==> src/rtl/arrow_ps2_pkg.sv <==
// Shared constants, FSM encoding and key helpers for the arrow-key PS/2 transmitter.
package arrow_ps2_pkg;

  localparam logic [7:0] CODE_LEFT  = 8'h6B;
  localparam logic [7:0] CODE_DOWN  = 8'h72;
  localparam logic [7:0] CODE_RIGHT = 8'h74;
  localparam logic [7:0] CODE_UP    = 8'h75;
  localparam logic [7:0] CODE_EXT   = 8'hE0;
  localparam logic [7:0] CODE_BREAK = 8'hF0;

  localparam int KEY_LEFT  = 0;
  localparam int KEY_DOWN  = 1;
  localparam int KEY_RIGHT = 2;
  localparam int KEY_UP    = 3;
  localparam int NUM_KEYS  = 4;

  typedef enum logic [1:0] {IDLE, LOAD, SHIFT, GAP} tx_state_t;

  // Lowest set index wins, which gives left > down > right > up.
  function automatic logic [1:0] first_key(input logic [3:0] flags);
    logic [1:0] sel;
    sel = 2'd0;
    for (int i = NUM_KEYS - 1; i >= 0; i--) begin
      if (flags[i]) sel = 2'(i);
    end
    return sel;
  endfunction

  function automatic logic [7:0] key_code(input logic [1:0] key);
    logic [7:0] code;
    case (key)
      2'(KEY_LEFT):  code = CODE_LEFT;
      2'(KEY_DOWN):  code = CODE_DOWN;
      2'(KEY_RIGHT): code = CODE_RIGHT;
      default:       code = CODE_UP;
    endcase
    return code;
  endfunction

endpackage

==> src/rtl/ps2_byte_tx.sv <==
// Serializes one byte as an 11-bit PS/2 frame (start, data LSB first, odd parity, stop),
// generating the PS/2 clock: high for the first half of each bit period, low for the second.
module ps2_byte_tx
  import arrow_ps2_pkg::*;
#(
  parameter int HALF_PERIOD = 4
) (
  input  logic       clk,
  input  logic       areset_n,
  input  logic       start,
  input  logic [7:0] data,
  output logic       ps2_clk,
  output logic       ps2_data,
  output logic       done
);

  localparam int PERIOD = 2 * HALF_PERIOD;
  localparam int PW = $clog2(PERIOD);
  localparam logic [PW-1:0] PHASE_LAST = PW'(PERIOD - 1);
  localparam logic [PW-1:0] PHASE_HALF = PW'(HALF_PERIOD);
  localparam logic [3:0]    BIT_LAST   = 4'd10;

  logic          active;
  logic [PW-1:0] phase;
  logic [3:0]    bit_idx;
  logic [10:0]   frame;

  // frame[0] is always the bit on the wire; it shifts only at bit-period boundaries.
  always_ff @(posedge clk or negedge areset_n) begin
    if (!areset_n) begin
      active  <= 1'b0;
      phase   <= '0;
      bit_idx <= '0;
      frame   <= '1;
    end else if (start) begin
      active  <= 1'b1;
      phase   <= '0;
      bit_idx <= '0;
      frame   <= {1'b1, ~^data, data, 1'b0};
    end else if (active) begin
      if (phase == PHASE_LAST) begin
        phase <= '0;
        if (bit_idx == BIT_LAST) begin
          active <= 1'b0;
        end else begin
          bit_idx <= bit_idx + 4'd1;
          frame   <= {1'b1, frame[10:1]};
        end
      end else begin
        phase <= phase + 1'b1;
      end
    end
  end

  assign done     = active && (bit_idx == BIT_LAST) && (phase == PHASE_LAST);
  assign ps2_clk  = !active || (phase < PHASE_HALF);
  assign ps2_data = !active || frame[0];

endmodule

==> src/rtl/arrow_scancode_tx.sv <==
// Device-side PS/2 transmitter sending E0-prefixed make codes for arrow-key presses.
// Define ARROW_TX_BREAK_EN to also send E0 F0 <code> break sequences on release.
module arrow_scancode_tx
  import arrow_ps2_pkg::*;
#(
  parameter int HALF_PERIOD = 4,
  parameter int GAP_BITS    = 2
) (
  input  logic clk,
  input  logic areset_n,
  input  logic left,
  input  logic down,
  input  logic right,
  input  logic up,
  output logic ps2_clk,
  output logic ps2_data,
  output logic busy,
  output logic tx_done
);

  localparam int GAP_CYCLES = GAP_BITS * 2 * HALF_PERIOD;
  localparam int GW = $clog2(GAP_CYCLES + 1);
  localparam logic [GW-1:0] GAP_LAST = GW'(GAP_CYCLES - 1);

  tx_state_t state, next_state;

  logic [3:0]    keys, key_sync, key_hist, press, pending, clr_make;
  logic [1:0]    make_sel, load_sel, byte_idx, next_idx, last_idx;
  logic [7:0]    code, tx_byte;
  logic [GW-1:0] gap_cnt;
  logic          gap_last, last_byte, start, byte_done, any_pending;

  assign keys      = {up, right, down, left};
  assign press     = key_sync & ~key_hist;
  assign make_sel  = first_key(pending);
  assign clr_make  = (state == LOAD && |pending) ? (4'b0001 << make_sel) : 4'b0000;
  assign gap_last  = (gap_cnt == GAP_LAST);
  assign last_byte = (byte_idx == last_idx);

`ifdef ARROW_TX_BREAK_EN
  logic [3:0] release_det, rel_pending, clr_break;
  logic [1:0] break_sel;
  logic       is_break;

  assign release_det = ~key_sync & key_hist;
  assign break_sel   = first_key(rel_pending);
  assign clr_break   = (state == LOAD && !(|pending)) ? (4'b0001 << break_sel) : 4'b0000;
  assign load_sel    = (|pending) ? make_sel : break_sel;
  assign any_pending = (|pending) || (|rel_pending);
  assign last_idx    = is_break ? 2'd2 : 2'd1;

  // Breaks are only chosen once every make has drained.
  always_ff @(posedge clk or negedge areset_n) begin
    if (!areset_n) begin
      rel_pending <= '0;
      is_break    <= 1'b0;
    end else begin
      rel_pending <= (rel_pending & ~clr_break) | release_det;
      if (state == LOAD) is_break <= !(|pending);
    end
  end
`else
  assign load_sel    = make_sel;
  assign any_pending = |pending;
  assign last_idx    = 2'd1;
`endif

  // Key sync stage plus history; a new press survives a same-cycle clear of its flag.
  always_ff @(posedge clk or negedge areset_n) begin
    if (!areset_n) begin
      key_sync <= '0;
      key_hist <= '0;
      pending  <= '0;
      code     <= '0;
      byte_idx <= '0;
      gap_cnt  <= '0;
    end else begin
      key_sync <= keys;
      key_hist <= key_sync;
      pending  <= (pending & ~clr_make) | press;
      if (state == LOAD) begin
        code     <= key_code(load_sel);
        byte_idx <= '0;
      end else if (start) begin
        byte_idx <= next_idx;
      end
      gap_cnt <= (state == GAP && !gap_last) ? gap_cnt + 1'b1 : '0;
    end
  end

  always_ff @(posedge clk or negedge areset_n) begin
    if (!areset_n) state <= IDLE;
    else           state <= next_state;
  end

  always_comb begin
    next_state = state;
    case (state)
      IDLE:  if (any_pending) next_state = LOAD;
      LOAD:  next_state = SHIFT;
      SHIFT: if (byte_done) next_state = GAP;
      GAP:   if (gap_last) next_state = last_byte ? IDLE : SHIFT;
      default: next_state = IDLE;
    endcase
  end

  // Every byte, including the last, is followed by a gap; tx_done marks the final gap cycle.
  always_comb begin
    start    = 1'b0;
    tx_done  = 1'b0;
    busy     = (state != IDLE);
    next_idx = (state == LOAD) ? 2'd0 : byte_idx + 2'd1;
    case (state)
      LOAD: start = 1'b1;
      GAP: begin
        if (gap_last) begin
          if (last_byte) tx_done = 1'b1;
          else           start   = 1'b1;
        end
      end
      default: ;
    endcase
    tx_byte = code;
    if (next_idx == 2'd0) tx_byte = CODE_EXT;
`ifdef ARROW_TX_BREAK_EN
    else if (is_break && next_idx == 2'd1) tx_byte = CODE_BREAK;
`endif
  end

  ps2_byte_tx #(
    .HALF_PERIOD(HALF_PERIOD)
  ) u_byte_tx (
    .clk      (clk),
    .areset_n (areset_n),
    .start    (start),
    .data     (tx_byte),
    .ps2_clk  (ps2_clk),
    .ps2_data (ps2_data),
    .done     (byte_done)
  );

endmodule
==> config.mk <==
export PLATFORM = sky130hd
export DESIGN_NAME = arrow_scancode_tx
export DESIGN_NICKNAME = d
export VERILOG_FILES = /design/src/rtl/arrow_ps2_pkg.sv /design/src/rtl/ps2_byte_tx.sv /design/src/rtl/arrow_scancode_tx.sv
export SDC_FILE = /design/constraint.sdc
export NUM_CORES = 1
export LEC_CHECK = 0
export ABC_AREA = 1
export BUFFER_PORTS_ARGS = -buffer_cell sky130_fd_sc_hd__buf_4
export CAP_MARGIN = 15
export CORE_MARGIN = 1.5
export CORE_UTILIZATION = 60
export DETAILED_ROUTE_END_ITERATION = 8
export GPL_TIMING_DRIVEN = 0
export PLACE_DENSITY = 0.84
export SLEW_MARGIN = 30
export SYNTH_ARGS = -nofsm -noshare
export SYNTH_HDL_FRONTEND = slang
export SYNTH_SLANG_ARGS = --single-unit
==> constraint.sdc <==
create_clock -name clk -period 2.15 [get_ports clk]
set_clock_uncertainty 0.15 [all_clocks]
set_input_delay 0.215 -clock clk [delete_from_list [all_inputs] [get_ports clk]]
set_output_delay 0.215 -clock clk [all_outputs]
set_load 0.02 [all_outputs]
==> flow_summary.json, run 1 <==
{
  "status": "finished, final reports clean",
  "rows": 21,
  "cp.required_ns": 2.19,
  "synth-main-ff-cell": "dfrtp_1",
  "fin_hold_ws_ns": 0.228,
  "grt_usage_pct": 19.9,
  "synth_warnings": 0,
  "grt_pass1_wl_um": 6240,
  "die-area_um2": 4050,
  "p_comb_share_pct": 41.6,
  "clockBufferDepth": 2,
  "diodes": 0,
  "internal-power_mw": 2.03,
  "syn_inst": 235,
  "timing.final.crit_share_pct": 93.1,
  "fin_nets": 278,
  "area_delta_synth_final_pct": 13.7,
  "postRouteWirelength_um": 3500,
  "min_to": "key_hist[3]",
  "hpwl_um": 2470,
  "vias_per_cell": 5.04,
  "grt_pass1_vias": 1479,
  "yosys.area.top_type": "dfrtp_1",
  "ir_drop_mv": 0.779,
  "fp.dieH_um": 63.7,
  "synth-edff-count": 0,
  "pwr-share-clk_pct": 15.9,
  "r2r.worst_path.cells": 10,
  "final_util_pct": 73.0,
  "port_buffers": 9,
  "grt.overflow.total": 0,
  "regToRegEndpoint": "u_byte_tx.phase[0]",
  "pre_cts_ws_ns": 0.0497,
  "rr_startpoint": "gap_cnt[0]",
  "drive_above_1_share_pct": 22.3,
  "cp-end-kind": "flip-flop",
  "worstHoldPathType": "reg -> reg",
  "p_sw_mw": 1.25,
  "netlist_area_um2": 2210,
  "cp_max_fo": 8,
  "switching_share_pct": 38.2,
  "cts_tree": "done",
  "tns_ns": 0,
  "avgSynthCellArea_um2": 9.40,
  "worst_pin_slew_ns": 0.542,
  "power.leakage_nw": 1.25,
  "synth-seq-cells": 45,
  "ys_seq_area_share_pct": 51.6,
  "maxCapViolations": 0,
  "core_um2": 3440,
  "synth_nets": 254,
  "worst_slack_ns": 0.149,
  "r2r_setup_slack_ns": 0.15,
  "clkTransAtPathRegs_ns": 0.08,
  "synth.distinct_cells": 31,
  "p_total_mw": 3.28,
  "min_path_cells": 0,
  "slew_violations": 0,
  "slew_headroom_pct": 63.9,
  "synth_most_common_cell": "nand2_1",
  "crit_path_start_kind": "flip-flop",
  "dr.pass1.iters": 4,
  "hold_violations": 0,
  "critPathArrivalTime_ns": 2.04,
  "cts_sinks": 45,
  "netlist_top_cells_count": "nand2_1 (40), inv_1 (36), dfrtp_1 (35)",
  "pwr-share-seq_pct": 42.6,
  "critical_path_class": "reg -> reg",
  "p_per_area_nw_per_um2": 1310,
  "place.gp.congestion": 0.834,
  "postRouteAntennaNets": 0,
  "fillers": 274,
  "numCtsBuffers": 5,
  "grt_antenna_before_repair": 0,
  "cts_max_level": 2,
  "min_from": "key_sync[3]",
  "die_w_um": 63.7,
  "root_buffer": "clkbuf_8",
  "netlist.area_leader.share_pct": 39.7,
  "drt_iter0_drc": 96,
  "wl_per_cell_um": 11.4,
  "setup_viol": 0,
  "ioPinCount": 10,
  "vias": 1541,
  "ys_top_cells_by_area": "dfrtp_1 (40%), dfstp_2 (12%), ha_1 (7.4%)",
  "floorplan.initialDensity_pct": 64.2,
  "period_needed_ns": 2.00,
  "drc": 0,
  "async_reset_ff_share_pct": 100,
  "max_clock_freq_mhz": 500,
  "grt_max_degree": 46,
  "clk_latency_ns": 0.29
}
[cell families (layout without fill, tap and decap cells)]
| kind of cell | Yosys count | in the layout | share of synthesized area (%) |
|---|---|---|---|
| buffers and inverters | 43 | 68 | 7.99 |
| adder cells (fa/ha/maj) | 13 | 13 | 7.37 |
| AND/OR/NAND/NOR | 87 | 87 | 19.5 |
| XOR/XNOR | 1 | 1 | 0.397 |
| multiplexers | 1 | 1 | 0.510 |
| flip-flops | 45 | 45 | 51.6 |
| AO/OA/AOI/OAI | 45 | 45 | 12.6 |
[critical path, stage by stage (launching register included)]
cell and delay [ns]:
dfrtp_1 0.40, ha_1 0.21, nand2_1 0.08, nor2_1 0.05, ha_1 0.17, inv_1 0.09, nor2_1 0.06, nand2_2 0.12
nand2_8 0.10, nor2_4 0.14, mux2_2 0.34
[cell type report]
cell class | count | area, um^2 | share of cell area (%)
Multi-Input combinational cell | 147 | 908 | 36.2
Inverter | 41 | 154 | 6.13
Timing Repair Buffer | 17 | 140 | 5.58
Buffer | 2 | 22.5 | 0.897
Clock buffer | 8 | 90.1 | 3.59
Tap cell | 46 | 57.6 | 2.29
Sequential cell | 45 | 1140 | 45.3
[through the flow]
| stage | area (um^2) | instances |
|---|---|---|
| finish | 2510 | 306 |
| global route | 2510 | 306 |
| CTS | 2470 | 303 |
| detailed placement | 2330 | 290 |
| global placement | 2330 | 290 |
| floorplan | 2210 | 235 |
[routing by layer]
metal | vias up | GRT usage, % | wire length (um)
li1 | 806 | - | -
met3 | 6 | 3.21 | 92
met1 | 713 | 25.6 | 1630
met4 | 0 | 9.78 | 58
met2 | 16 | 32.6 | 1710
met5 | - | 0 | 0
[how the worst max path moves through the flow]
stage	depth (start not counted)	startpoint	slack (ns)	to
3_3_place_gp	12	gap_cnt[0]	0.07	u_byte_tx.bit_idx[3]
2_1_floorplan	10	gap_cnt[0]	0.22	u_byte_tx.phase[0]
6_report	10	gap_cnt[0]	0.15	u_byte_tx.phase[0]
4_1_cts	12	gap_cnt[0]	0.03	u_byte_tx.bit_idx[3]
3_5_place_dp	12	gap_cnt[0]	0.05	u_byte_tx.bit_idx[3]
5_1_grt	11	gap_cnt[0]	-0.03	u_byte_tx.frame[2]
[placed cells by master (no fill, tap or decap), types with 2 or more instances in the layout]
cell and instances:
a21oi_1 10, a21oi_2 2, a221oi_1 2, a221oi_2 2, a22oi_1 2, a31oi_1 2
buf_4 12, buf_6 2, clkbuf_1 2, clkbuf_8 6, dfrtp_1 35, dfstp_2 10
dlygate4sd3_1 5, ha_1 13, inv_1 36, inv_2 5, nand2_1 39, nand2_2 3
nand2_4 2, nand3_1 9, nor2_1 21, nor2_2 2, nor2_4 5, nor3_1 2
o21ai_0 18, o21ai_2 2, o22ai_1 2
[power by group through the flow]
stage | clock network [mW] | registers, mW | logic, mW
3_5_place_dp | 0 | 1.41 | 1.29
2_1_floorplan | 0 | 1.36 | 1.06
6_report | 0.520 | 1.40 | 1.36
5_1_grt | 0.574 | 1.44 | 1.57
4_1_cts | 0.536 | 1.40 | 1.31
3_3_place_gp | 0 | 1.40 | 1.25
[state kept, by name (all words and copies together) (netlist names)]
| signal | count |
|---|---|
| u_byte_tx.frame | 10 |
| pending | 4 |
| code | 6 |
| u_byte_tx.bit_idx | 4 |
| u_byte_tx.phase | 3 |
| state | 2 |
| key_hist | 4 |
| key_sync | 4 |
| gap_cnt | 5 |
| u_byte_tx.active | 1 |
| byte_idx | 2 |
[repair_timing]
action,4_1_cts,5_1_grt
setup endpoints to repair,0,10
gates resized for setup,0,3
hold buffers,5,0
hold endpoints to repair,39,0
buffers inserted,0,3
(Power assumes the default switching activity.)
==> inputs of run 2 (changes only) <==
--- a/config.mk
+++ b/config.mk
@@ -12,7 +12,7 @@
 export CORE_UTILIZATION = 60
 export DETAILED_ROUTE_END_ITERATION = 8
 export GPL_TIMING_DRIVEN = 0
-export PLACE_DENSITY = 0.84
+export PLACE_DENSITY = 0.78
 export SLEW_MARGIN = 30
 export SYNTH_ARGS = -nofsm -noshare
 export SYNTH_HDL_FRONTEND = slang
==> run 2 against run 1 <==
Net effect: global-route usage is 1.1 points higher; via count increased by 0.45%; largest cell class unchanged; largest power group unchanged; critical path depth is the same; non-clock buffer count shrank 2; worst setup slack worse by 0.0014 ns; sequential share of layout area grew 0.46 points; cell area is 1.0% lower; combinational power fell by 3%; wire length rose by 2.6%; clock power is 4.4% lower; flip-flop and latch count did not move; sequential power barely moved.
==> flow_summary.json, run 2 (synthesis results as in run 1) <==
{
  "clockBufferDepth": 2,
  "fillers": 271,
  "wl_per_cell_um": 11.8,
  "vias_per_cell": 5.09,
  "regToRegEndpoint": "u_byte_tx.phase[0]",
  "p_per_area_nw_per_um2": 1300,
  "dr.pass1.iters": 4,
  "reg_top3": "u_byte_tx.frame: 10 flops, code: 6 flops, gap_cnt: 5 flops",
  "area_delta_synth_final_pct": 12.6,
  "diodes": 0,
  "status": "finished, final reports clean",
  "vias": 1548,
  "cts_max_level": 2,
  "min_from": "key_sync[3]",
  "maxCapViolations": 0,
  "worstHoldPathType": "reg -> reg",
  "mostFrequentLayoutCell": "nand2_1",
  "grt_max_degree": 46,
  "min_path_cells": 0,
  "post-route-cell-area_um2": 2490,
  "critPathArrivalTime_ns": 2.04,
  "hpwl_um": 2600,
  "core_um2": 3440,
  "top_register": "u_byte_tx.frame",
  "worst_pin_slew_ns": 0.546,
  "grt_pass1_vias": 1577,
  "cp-end-kind": "flip-flop",
  "crit_path_top_delay_cell": "dfrtp_1",
  "pwr-share-clk_pct": 15.4,
  "fp.dieH_um": 63.7,
  "drive_above_1_share_pct": 22.1,
  "largest_reg_flops": 10,
  "slew_headroom_pct": 63.6,
  "die-area_um2": 4050,
  "cp.required_ns": 2.19,
  "grt.overflow.total": 0,
  "critical_path_class": "reg -> reg",
  "crit_chain": "ha_1 -> nand2_1 -> nor2_1 -> ha_1 -> inv_1 -> nor2_1 -> nand2_2 -> nand2_8 -> nor2_4 -> mux2_2",
  "dpl-instance-area_um2": 2330,
  "port_buffers": 9,
  "period_needed_ns": 2.00,
  "grt_pass1_wl_um": 6550,
  "postRouteWirelength_um": 3590,
  "p_sw_mw": 1.26,
  "max_clock_freq_mhz": 500,
  "rr_startpoint": "gap_cnt[0]",
  "clkTransAtPathRegs_ns": 0.08,
  "p_comb_share_pct": 41.1,
  "cp_max_fo": 8,
  "die_w_um": 63.7,
  "ioPinCount": 10,
  "postRouteAntennaNets": 0,
  "rows": 21,
  "drt_iter0_drc": 77,
  "timing.final.crit_share_pct": 93.1,
  "crit_path_start_kind": "flip-flop",
  "fin_nets": 276,
  "pwr-share-seq_pct": 43.5,
  "slew_violations": 0,
  "r2r_setup_slack_ns": 0.15,
  "cts_tree": "done",
  "internal-power_mw": 1.96,
  "r2r.worst_path.cells": 10,
  "setup_viol": 0,
  "cts_sinks": 45,
  "final_cell_mix": "nand2_1 (39), inv_1 (36), dfrtp_1 (35)",
  "rsz0062_at_grt": "yes",
  "min_to": "key_hist[3]",
  "place.gp.congestion": 0.777,
  "switching_share_pct": 39.2,
  "clk_latency_ns": 0.29,
  "floorplan.initialDensity_pct": 64.2,
  "final_util_pct": 72.2,
  "ir_drop_mv": 0.626,
  "power.leakage_nw": 1.24,
  "critPathMaxStageDelay_ns": 0.40,
  "grt_antenna_before_repair": 0,
  "numCtsBuffers": 5,
  "root_buffer": "clkbuf_8",
  "hold_violations": 0,
  "grt_usage_pct": 21.0,
  "drc": 0
}
## run 2: cell types whose count changed in the layout (fill, tap and decap cells not counted)
| cell | before | now |
|---|---|---|
| a221oi_2 | 2 | 1 |
| clkbuf_8 | 6 | 5 |
| clkbuf_1 | 2 | 0 |
| clkinvlp_4 | 0 | 1 |
| a221oi_1 | 2 | 3 |
| buf_4 | 12 | 10 |
| clkinv_2 | 0 | 2 |
## run 2: worst max-delay path by stage
stage	startpoint	to	slack [ns]	depth (start not counted)
finish	gap_cnt[0]	u_byte_tx.phase[0]	0.15	10
global route	gap_cnt[0]	u_byte_tx.frame[2]	-0.04	11
CTS	gap_cnt[0]	u_byte_tx.frame[7]	0.03	11
detailed placement	gap_cnt[0]	u_byte_tx.bit_idx[3]	0.06	12
global placement	gap_cnt[0]	u_byte_tx.bit_idx[3]	0.06	12
floorplan	gap_cnt[0]	u_byte_tx.phase[0]	0.22	10
## run 2: repair_timing
| item | in CTS | in global routing |
|---|---|---|
| resized for setup | 0 | 2 |
| buffers inserted | 0 | 1 |
| hold endpoints to repair | 39 | 0 |
| setup endpoints to repair | 0 | 10 |
| hold buffers | 5 | 0 |
## run 2: cell type report
class	count	area, um^2	area share [%]
timing repair buffer	15	125	5.03
tap	46	57.6	2.32
clock inverter	3	17.5	0.705
buffer	2	22.5	0.906
multi-input combinational	147	902	36.3
sequential	45	1140	45.8
clock buffer	5	68.8	2.77
inverter	41	154	6.19
## run 2: layer usage
| layer | routed length (um) | part of all wire (%) | track usage [%] | vias up |
|---|---|---|---|---|
| li1 | - | - | - | 793 |
| met1 | 1640 | 46 | 23.3 | 734 |
| met2 | 1790 | 50 | 38.3 | 14 |
| met3 | 80 | 2.2 | 5.36 | 7 |
| met4 | 76 | 2.1 | 8.15 | 0 |
| met5 | 0 | 0 | 0 | - |
## run 2: power groups by stage
stage | sequential (mW) | clock, mW | combinational [mW]
floorplan | 1.36 | 0 | 1.06
global placement | 1.40 | 0 | 1.25
detailed placement | 1.41 | 0 | 1.30
CTS | 1.40 | 0.516 | 1.31
global route | 1.44 | 0.541 | 1.53
finish | 1.40 | 0.497 | 1.32
## run 2: through the flow
step           TNS, ns  std cells  hold slack (ns)  total power, mW  worst slack (ns)
4_1_cts              0        303            0.234             3.23            0.0333
5_1_grt        -0.0979        304            0.252             3.52           -0.0357
3_3_place_gp         0        290           0.0898             2.65            0.0595
3_5_place_dp         0        290           0.0905             2.71            0.0594
6_report             0        304            0.229             3.22             0.148
2_1_floorplan        0        235           -0.231             2.42             0.222
## run 2: critical path, delay by kind of cell, from the launching register on
| kind | cells | cell delay (ns) |
|---|---|---|
| multiplexers | 1 | 0.34 |
| adder cells (fa/ha/maj) | 2 | 0.37 |
| flip-flops | 1 | 0.40 |
| AND/OR/NAND/NOR | 6 | 0.55 |
| buffers and inverters | 1 | 0.09 |
